## config.mk

```make
export PLATFORM = sky130hd
export DESIGN_NAME = uart_rx_oversample
export DESIGN_NICKNAME = d
export VERILOG_FILES = /design/src/rtl/uart_pkg.sv /design/src/rtl/uart_rx_sync.sv /design/src/rtl/uart_rx_oversample.sv
export SDC_FILE = /design/constraint.sdc
export NUM_CORES = 1
export LEC_CHECK = 0
export BUFFER_PORTS_ARGS = -buffer_cell sky130_fd_sc_hd__buf_4
export CORE_MARGIN = 5
export CORE_UTILIZATION = 50
export CTS_BUF_LIST = sky130_fd_sc_hd__clkbuf_4 sky130_fd_sc_hd__clkbuf_8
export DETAILED_ROUTE_END_ITERATION = 8
export GPL_TIMING_DRIVEN = 0
export PLACE_DENSITY = 0.68
export SLEW_MARGIN = 20
export SYNTH_ARGS = -nofsm -noshare
export SYNTH_HDL_FRONTEND = slang
export SYNTH_SLANG_ARGS = --single-unit
```

## constraint.sdc

```tcl
create_clock -name clk -period 2.7 [get_ports clk]
set_input_delay 0 -clock clk [delete_from_list [all_inputs] [get_ports clk]]
set_output_delay 0 -clock clk [all_outputs]
set_load 0.02 [all_outputs]
```

## src/rtl/uart_pkg.sv

```systemverilog
// Shared UART definitions: FSM state encoding, frame defaults and oversampling constants.
package uart_pkg;

    typedef enum logic [2:0] {
        IDLE   = 3'd0,
        START  = 3'd1,
        DATA   = 3'd2,
        PARITY = 3'd3,
        STOP   = 3'd4
    } uart_state_t;

    localparam int DBIT_DEFAULT    = 8;
    localparam int SB_TICK_DEFAULT = 16;
    localparam int OVERSAMPLE      = 16;
    localparam int MID_START       = 7;

endpackage

```

## src/rtl/uart_rx_sync.sv

```systemverilog
// Two-flop synchroniser for asynchronous line inputs; resets to 1 (idle line level).
module uart_rx_sync (
    input  logic clk,
    input  logic reset,
    input  logic d,
    output logic q
);

    logic meta;

    always_ff @(posedge clk or posedge reset) begin
        if (reset) begin
            meta <= 1'b1;
            q    <= 1'b1;
        end else begin
            meta <= d;
            q    <= meta;
        end
    end

endmodule

```

## src/rtl/uart_rx_oversample.sv

```systemverilog
// 16x oversampling UART receiver. Define UART_RX_PARITY_EN to add an even-parity bit
// between the data and stop bits; otherwise frames are plain 8N1 and parity_err is 0.
//
// state  | meaning
// IDLE   | line idle, waiting for rx_s to fall
// START  | counting to the middle of the start bit to confirm it
// DATA   | sampling DBIT data bits at mid-bit, LSB first
// PARITY | sampling the parity bit (UART_RX_PARITY_EN only)
// STOP   | waiting out the stop bit(s), then publishing the frame
module uart_rx_oversample
    import uart_pkg::*;
#(
    parameter int DBIT    = DBIT_DEFAULT,
    parameter int SB_TICK = SB_TICK_DEFAULT
) (
    input  logic            clk,
    input  logic            reset,
    input  logic            s_tick,
    input  logic            rx,
    output logic            rx_done_tick,
    output logic [DBIT-1:0] dout,
    output logic            frame_err,
    output logic            parity_err
);

    localparam int SW = $clog2(SB_TICK);

    uart_state_t     state, state_next;
    logic [SW-1:0]   s, s_next;
    logic [2:0]      n, n_next;
    logic [DBIT-1:0] b, b_next;
    logic [DBIT-1:0] dout_next;
    logic            done_next;
    logic            frame_err_next;
    logic            rx_s;

    uart_rx_sync u_sync (
        .clk   (clk),
        .reset (reset),
        .d     (rx),
        .q     (rx_s)
    );

`ifdef UART_RX_PARITY_EN
    logic par_pend, par_pend_next;
    logic parity_err_next;

    always_ff @(posedge clk or posedge reset) begin
        if (reset) begin
            par_pend   <= 1'b0;
            parity_err <= 1'b0;
        end else begin
            par_pend   <= par_pend_next;
            parity_err <= parity_err_next;
        end
    end
`else
    assign parity_err = 1'b0;
`endif

    always_ff @(posedge clk or posedge reset) begin
        if (reset) begin
            state        <= IDLE;
            s            <= '0;
            n            <= '0;
            b            <= '0;
            dout         <= '0;
            rx_done_tick <= 1'b0;
            frame_err    <= 1'b0;
        end else begin
            state        <= state_next;
            s            <= s_next;
            n            <= n_next;
            b            <= b_next;
            dout         <= dout_next;
            rx_done_tick <= done_next;
            frame_err    <= frame_err_next;
        end
    end

    always_comb begin
        state_next     = state;
        s_next         = s;
        n_next         = n;
        b_next         = b;
        dout_next      = dout;
        done_next      = 1'b0;
        frame_err_next = frame_err;
`ifdef UART_RX_PARITY_EN
        par_pend_next   = par_pend;
        parity_err_next = parity_err;
`endif
        case (state)
            IDLE: begin
                if (!rx_s) begin
                    state_next = START;
                    s_next     = '0;
                end
            end
            START: begin
                if (s_tick) begin
                    if (s == SW'(MID_START)) begin
                        // A start bit that is high again at mid-bit was a glitch
                        if (!rx_s) begin
                            state_next = DATA;
                            s_next     = '0;
                            n_next     = '0;
                        end else begin
                            state_next = IDLE;
                        end
                    end else begin
                        s_next = s + SW'(1);
                    end
                end
            end
            DATA: begin
                if (s_tick) begin
                    if (s == SW'(OVERSAMPLE - 1)) begin
                        s_next = '0;
                        b_next = {rx_s, b[DBIT-1:1]};
                        if (n == 3'(DBIT - 1)) begin
`ifdef UART_RX_PARITY_EN
                            state_next = PARITY;
`else
                            state_next = STOP;
`endif
                        end else begin
                            n_next = n + 3'd1;
                        end
                    end else begin
                        s_next = s + SW'(1);
                    end
                end
            end
`ifdef UART_RX_PARITY_EN
            PARITY: begin
                if (s_tick) begin
                    if (s == SW'(OVERSAMPLE - 1)) begin
                        s_next        = '0;
                        par_pend_next = (^b) ^ rx_s;
                        state_next    = STOP;
                    end else begin
                        s_next = s + SW'(1);
                    end
                end
            end
`endif
            STOP: begin
                if (s_tick) begin
                    if (s == SW'(SB_TICK - 1)) begin
                        dout_next      = b;
                        frame_err_next = ~rx_s;
                        done_next      = 1'b1;
`ifdef UART_RX_PARITY_EN
                        parity_err_next = par_pend;
`endif
                        state_next     = IDLE;
                    end else begin
                        s_next = s + SW'(1);
                    end
                end
            end
            default: state_next = IDLE;
        endcase
    end

endmodule

```

==> impl_metrics.py, run 1 <==
metrics = {
    "cells_and_area": {
        "instances_no_fill": 171,
        "finish.utilization_pct": 61.9,
        "antenna_cells": 0,
        "area_growth_syn_to_layout_pct": 18.6,
        "drive_above_1_share_pct": 37.1,
        "postLayoutCellArea_um2": 1710,
        "final_nets": 146,
    },
    "placed_design": {
        "dpl.cell_count": 161,
        "hpwl_um": 1790,
        "io_buffers": 13,
        "place_area_um2": 1580,
        "gp_congestion": 0.865,
        "pre_cts_ws_ns": 0.808,
    },
    "power": {
        "p_comb_share_pct": 22.4,
        "internal-power_uw": 940,
        "p_seq_share_pct": 41.3,
        "p_leak_nw": 0.865,
        "power_mw": 1.28,
        "p_sw_uw": 335,
        "power_density_nw_per_um2": 747,
        "peakVddDrop_v": 0.000522,
        "p_clk_share_pct": 36.2,
        "p_sw_share_pct": 26.3,
    },
    "grt": {
        "grt_use_total_pct": 14.2,
        "busiest_layer": "met2",
        "grt.met3_usage_pct": 4.62,
        "grtUsageMet2_pct": 22.2,
        "grt_pass1_wl_um": 4600,
        "grt_pass1_vias": 1053,
        "overflow": 0,
        "antenna_found_initial": 0,
        "use_met1_pct": 17.7,
        "grt_max_degree": 31,
    },
    "floorplanning": {
        "die-area_um2": 4050,
        "rows": 19,
        "die_w_um": 63.6,
        "die_y_um": 63.6,
        "start_util_pct": 52.2,
        "io_pins": 15,
        "design.core.area_um2": 2760,
    },
    "clocking": {
        "clock_sinks": 30,
        "clk-insertion-delay-late_ns": 0.32,
        "cts.path.max_buffers": 2,
        "cts_buffers": 5,
        "cts-root-buf": "clkbuf_4",
        "post_cts_resized": 0,
        "cts_max_level": 2,
        "clk_pin_slew_ns": 0.10,
        "cts_tree": "yes",
    },
    "yosys": {
        "mappedNetlistNets": 124,
        "ys_warn_count": 0,
        "synthTopCellsByCount": "dfrtp_1 (28), mux2_2 (18), nand2_1 (7)",
        "synth_seq_cells": 30,
        "yosysSeqAreaShare_pct": 52.3,
        "avgSynthCellArea_um2": 12.3,
        "synth_edf_count": 0,
        "syn_inst": 117,
        "synth_top_area_share_pct": 48.7,
        "synth_ff_type": "dfrtp_1",
        "synth.cell_area_um2": 1440,
        "synth.most_common_cell": "dfrtp_1",
        "async_flop_share_pct": 100,
        "yosysUniqueCellTypes": 42,
        "synth_top_area_cell": "dfrtp_1",
        "synth_area_leaders": "dfrtp_1 (49%), mux2_2 (14%), dfstp_2 (3.7%)",
    },
    "status": {
        "outcome": "completed",
    },
    "worst_setup_path": {
        "crit_path_start_kind": "flip-flop",
        "required_ns": 2.91,
        "critPathMaxFanout": 8,
        "crit_path_end_kind": "flip-flop",
        "crit_type": "reg2reg",
        "critPathArrivalTime_ns": 2.09,
    },
    "route": {
        "wire_per_inst_um": 14.3,
        "antenna_left": 0,
        "post-route-drc-count": 0,
        "via_count": 959,
        "vias_per_cell": 5.61,
        "drt-total-wl_um": 2450,
        "drt-pass1-iter-count": 4,
        "drtIter0Drc": 84,
    },
    "timing": {
        "slew_headroom_pct": 59.5,
        "min_period_ns": 1.88,
        "clock-skew-final_ns": 0.0113,
        "rsz0062_at_grt": "no",
        "post-route-period-util_pct": 69.8,
        "setup_ws_ns": 0.816,
        "hold_violations": 0,
        "slew_violations": 0,
        "clock.fmax_ghz": 0.531,
        "setup_viol": 0,
        "hold_ws_ns": 0.0347,
        "tns_ns": 0,
        "worstMarginPinSlew_ns": 0.606,
    },
    "worst_hold_path": {
        "hold_class": "in2reg",
    },
    "flow_run": {
        "drv_cap": 0,
    },
}
-- routing by layer --
layer / part of all wire [%] / vias to the layer above
met5: 0 / -
met1: 44 / 454
li1: - / 471
met2: 49 / 30
met4: 1.3 / 0
met3: 5.6 / 4
-- what timing repair did --
item | CTS | global route
buffers inserted | 0 | 0
hold endpoints to repair | 29 | 0
hold buffers | 2 | 0
-- state kept, by name (all words and copies together), names as in the netlist --
name / cells
b: 8
dout: 8
frame_err: 1
n: 3
rx_done_tick: 1
s: 4
state: 3
u_sync.meta: 1
u_sync.q: 1
-- worst paths after layout --
path | from | to | cells after the start | slack (ns)
worst max-delay path | s[0]$_DFFE_PP0P_ | b[3]$_DFFE_PP0P_ | 5 | 0.82
worst min-delay path | s_tick | state[2]$_DFFE_PP0P_ | 3 | 0.03
worst max register to register | s[0]$_DFFE_PP0P_ | b[3]$_DFFE_PP0P_ | 5 | 0.82
worst min register to register | u_sync.meta$_DFF_PP1_ | u_sync.q$_DFF_PP1_ | 0 | 0.36
max in group asynchronous | reset | s[0]$_DFFE_PP0P_ | 3 | 2.00
min in group asynchronous | reset | state[0]$_DFFE_PP0P_ | 3 | 0.30
-- power groups by stage --
| stage | combinational (mW) | sequential [mW] | clock, mW |
|---|---|---|---|
| floorplan | 0.236 | 0.523 | 0 |
| global placement | 0.277 | 0.530 | 0 |
| global route | 0.319 | 0.531 | 0.500 |
| CTS | 0.286 | 0.526 | 0.476 |
| detailed placement | 0.282 | 0.534 | 0 |
| finish | 0.286 | 0.527 | 0.462 |
-- cells by family after synthesis --
logic type,count (synthesis),share of synthesized area [%]
AND/OR/NAND/NOR,30,13.7
other,1,0.261
buffers and inverters,9,2.78
adder cells (fa/ha/maj),3,2.61
AO/OA/AOI/OAI,24,12.8
multiplexers,20,15.6
flip-flops,30,52.3
-- worst max-delay path, cell delays in order (launching register included) --
cell and delay [ns]:
dfrtp_1 0.39, ha_1 0.24, and3_2 0.28, nand2_4 0.10, nor3_4 0.39, mux2_2 0.39
-- layout make-up --
class | count | area, um2
Buffer | 5 | 25.0
Clock buffer | 6 | 51.3
Clock inverter | 2 | 60.1
Fill cell | 232 | 1050
Inverter | 4 | 15.0
Multi-Input combinational cell | 78 | 646
Sequential cell | 30 | 753
Tap cell | 31 | 38.8
Timing Repair Buffer | 15 | 118
-- placed cells by master, fill, tap and decap left out, types with 2 or more instances in the layout --
master         count
dfrtp_1           28
clkbuf_4           5
nor2_1             4
buf_4             14
dlygate4sd3_1      2
mux2_2            18
ha_1               3
a21oi_1            2
nand2b_1           3
nand2_1            7
buf_2              2
dfstp_2            2
inv_1              3
nand3_1            3
a22o_1             6
o21ai_0            5
bufinv_16          2
nor3_1             2
No activity file was read; power rests on OpenSTA's default activity.
==> inputs of run 2 (changes only) <==
PLACE_DENSITY = 0.71   (was 0.68)
clock period = 1.7 ns   (was 2.7 ns; I/O delays follow)
==> impl_metrics.py, run 2 (same netlist as run 1, synthesis figures left out) <==
metrics = {
    "cells_and_area": {
        "final_nets": 155,
        "final_cell_mix": "dfrtp_1 (28), buf_4 (22), mux2_2 (18), nand2_1 (7), a22o_1 (6)",
        "fill_cells": 209,
        "seqCellArea_um2": 753,
        "instances_no_fill": 179,
        "drive_above_1_share_pct": 45.9,
        "multi_input_area_um2": 712,
        "largestRegisters": "b x8, dout x8, s x4",
        "antenna_cells": 0,
        "final_common_cell": "dfrtp_1",
        "area_growth_syn_to_layout_pct": 26.4,
    },
    "timing": {
        "hold_ws_ns": 0.0481,
        "setup_ws_ns": -0.00838,
        "slew_violations": 0,
        "tns_ns": -0.0159,
        "post-route-period-util_pct": 100,
        "worstMarginPinSlew_ns": 0.605,
        "clock-skew-final_ns": 0.0110,
        "slew_headroom_pct": 59.6,
        "min_period_ns": 1.71,
        "hold_violations": 0,
        "clock.fmax_ghz": 0.585,
        "setup_viol": 3,
        "rsz0062_at_grt": "yes",
    },
    "clocking": {
        "clk_pin_slew_ns": 0.10,
        "cts_buffers": 5,
        "cts.path.max_buffers": 2,
        "clock_sinks": 30,
        "clk-insertion-delay-late_ns": 0.32,
        "cts-root-buf": "clkbuf_4",
        "cts_tree": "yes",
        "cts_max_level": 2,
    },
    "route": {
        "drtIter0Drc": 72,
        "vias_per_cell": 5.82,
        "via_count": 1041,
        "antenna_left": 0,
        "post-route-drc-count": 0,
        "wire_per_inst_um": 16.5,
        "drt-pass1-iter-count": 4,
        "drt-total-wl_um": 2960,
    },
    "worst_setup_path": {
        "crit_type": "reg2reg",
        "r2r_cells": 4,
        "critPathArrivalTime_ns": 1.91,
        "crit_path_start_kind": "flip-flop",
        "crit_path_end_kind": "flip-flop",
        "r2r_start": "state[1]$_DFFE_PP0P_",
        "required_ns": 1.90,
        "critPathMaxFanout": 10,
        "cp-startpoint": "state[1]$_DFFE_PP0P_",
    },
    "floorplanning": {
        "rows": 19,
        "io_pins": 15,
        "start_util_pct": 52.2,
        "die_y_um": 63.6,
        "die-area_um2": 4050,
        "design.core.area_um2": 2760,
        "die_w_um": 63.6,
    },
    "grt": {
        "antenna_found_initial": 0,
        "grt_pass1_vias": 1029,
        "grt_pass1_wl_um": 4890,
        "grt_use_total_pct": 15.4,
        "grt_max_degree": 31,
        "overflow": 0,
    },
    "worst_hold_path": {
        "min_from": "s_tick",
        "whs_path_depth": 3,
        "hold_class": "in2reg",
    },
    "placed_design": {
        "gp_congestion": 0.977,
        "hpwl_um": 1890,
        "pre_cts_ws_ns": -0.198,
        "dpl.cell_count": 161,
        "io_buffers": 13,
    },
    "power": {
        "power_mw": 2.03,
        "peakVddDrop_v": 0.000820,
        "p_leak_nw": 0.904,
        "power_density_nw_per_um2": 1120,
    },
    "status": {
        "violations": "negative setup slack",
        "outcome": "finished, violations left",
    },
    "flow_run": {
        "drv_cap": 0,
    },
}
## run 2: worst max-delay path, cell delays in order, from the launching register on
cell and delay [ns]:
dfrtp_1 0.42, buf_2 0.19, or3_4 0.42, nor2_4 0.20, mux2_2 0.36
## run 2: path summary, 6_finish.rpt
kind,slack [ns],endpoint
worst max register to register,-0.008,dout[5]$_DFFE_PP0P_
worst min-delay path,0.05,state[2]$_DFFE_PP0P_
worst max-delay path,-0.008,dout[5]$_DFFE_PP0P_
max in group asynchronous,0.99,n[2]$_DFFE_PP0P_
worst min register to register,0.36,u_sync.q$_DFF_PP1_
min in group asynchronous,0.30,rx_done_tick$_DFF_PP0_
## run 2: area by class of cell
class                           count  share of cell area (%)
Sequential cell                    30                    41.4
Multi-Input combinational cell     79                    39.1
Timing Repair Buffer               23                    10.5
Clock buffer                        6                    2.82
Tap cell                           31                    2.13
Clock inverter                      1                    1.65
Buffer                              5                    1.58
Inverter                            4                   0.825
## run 2: metrics by stage
stage | instance area (um2) | util, %
2_1_floorplan | 1440 | -
3_3_place_gp | 1580 | 57.1
3_5_place_dp | 1580 | 57.1
4_1_cts | 1750 | 63.6
5_1_grt | 1820 | 66.0
6_report | 1820 | 66.0
## run 2: power breakdown
| part | internal [mW] | switching (mW) |
|---|---|---|
| Clock | 0.342 | 0.232 |
| Sequential | 0.775 | 0.0637 |
| Combinational | 0.328 | 0.294 |
## run 2: layer usage
metal  vias up  wire [um]  GRT usage [%]  part of all wire (%)
met5         -          0              0                     0
met4         0         49           6.23                   1.7
met3         7        120           4.09                   4.1
met2        31       1560           24.7                    53
met1       510       1230           19.5                    42
li1        493          -              -                     -
## run 2: timing repair
action,in CTS,in global routing
endpoints found under the setup margin,13,22
hold buffers,2,0
pin swaps,4,4
hold endpoints to repair,29,0
buffers inserted,4,4
gates cloned,0,1
gates resized for setup,7,8
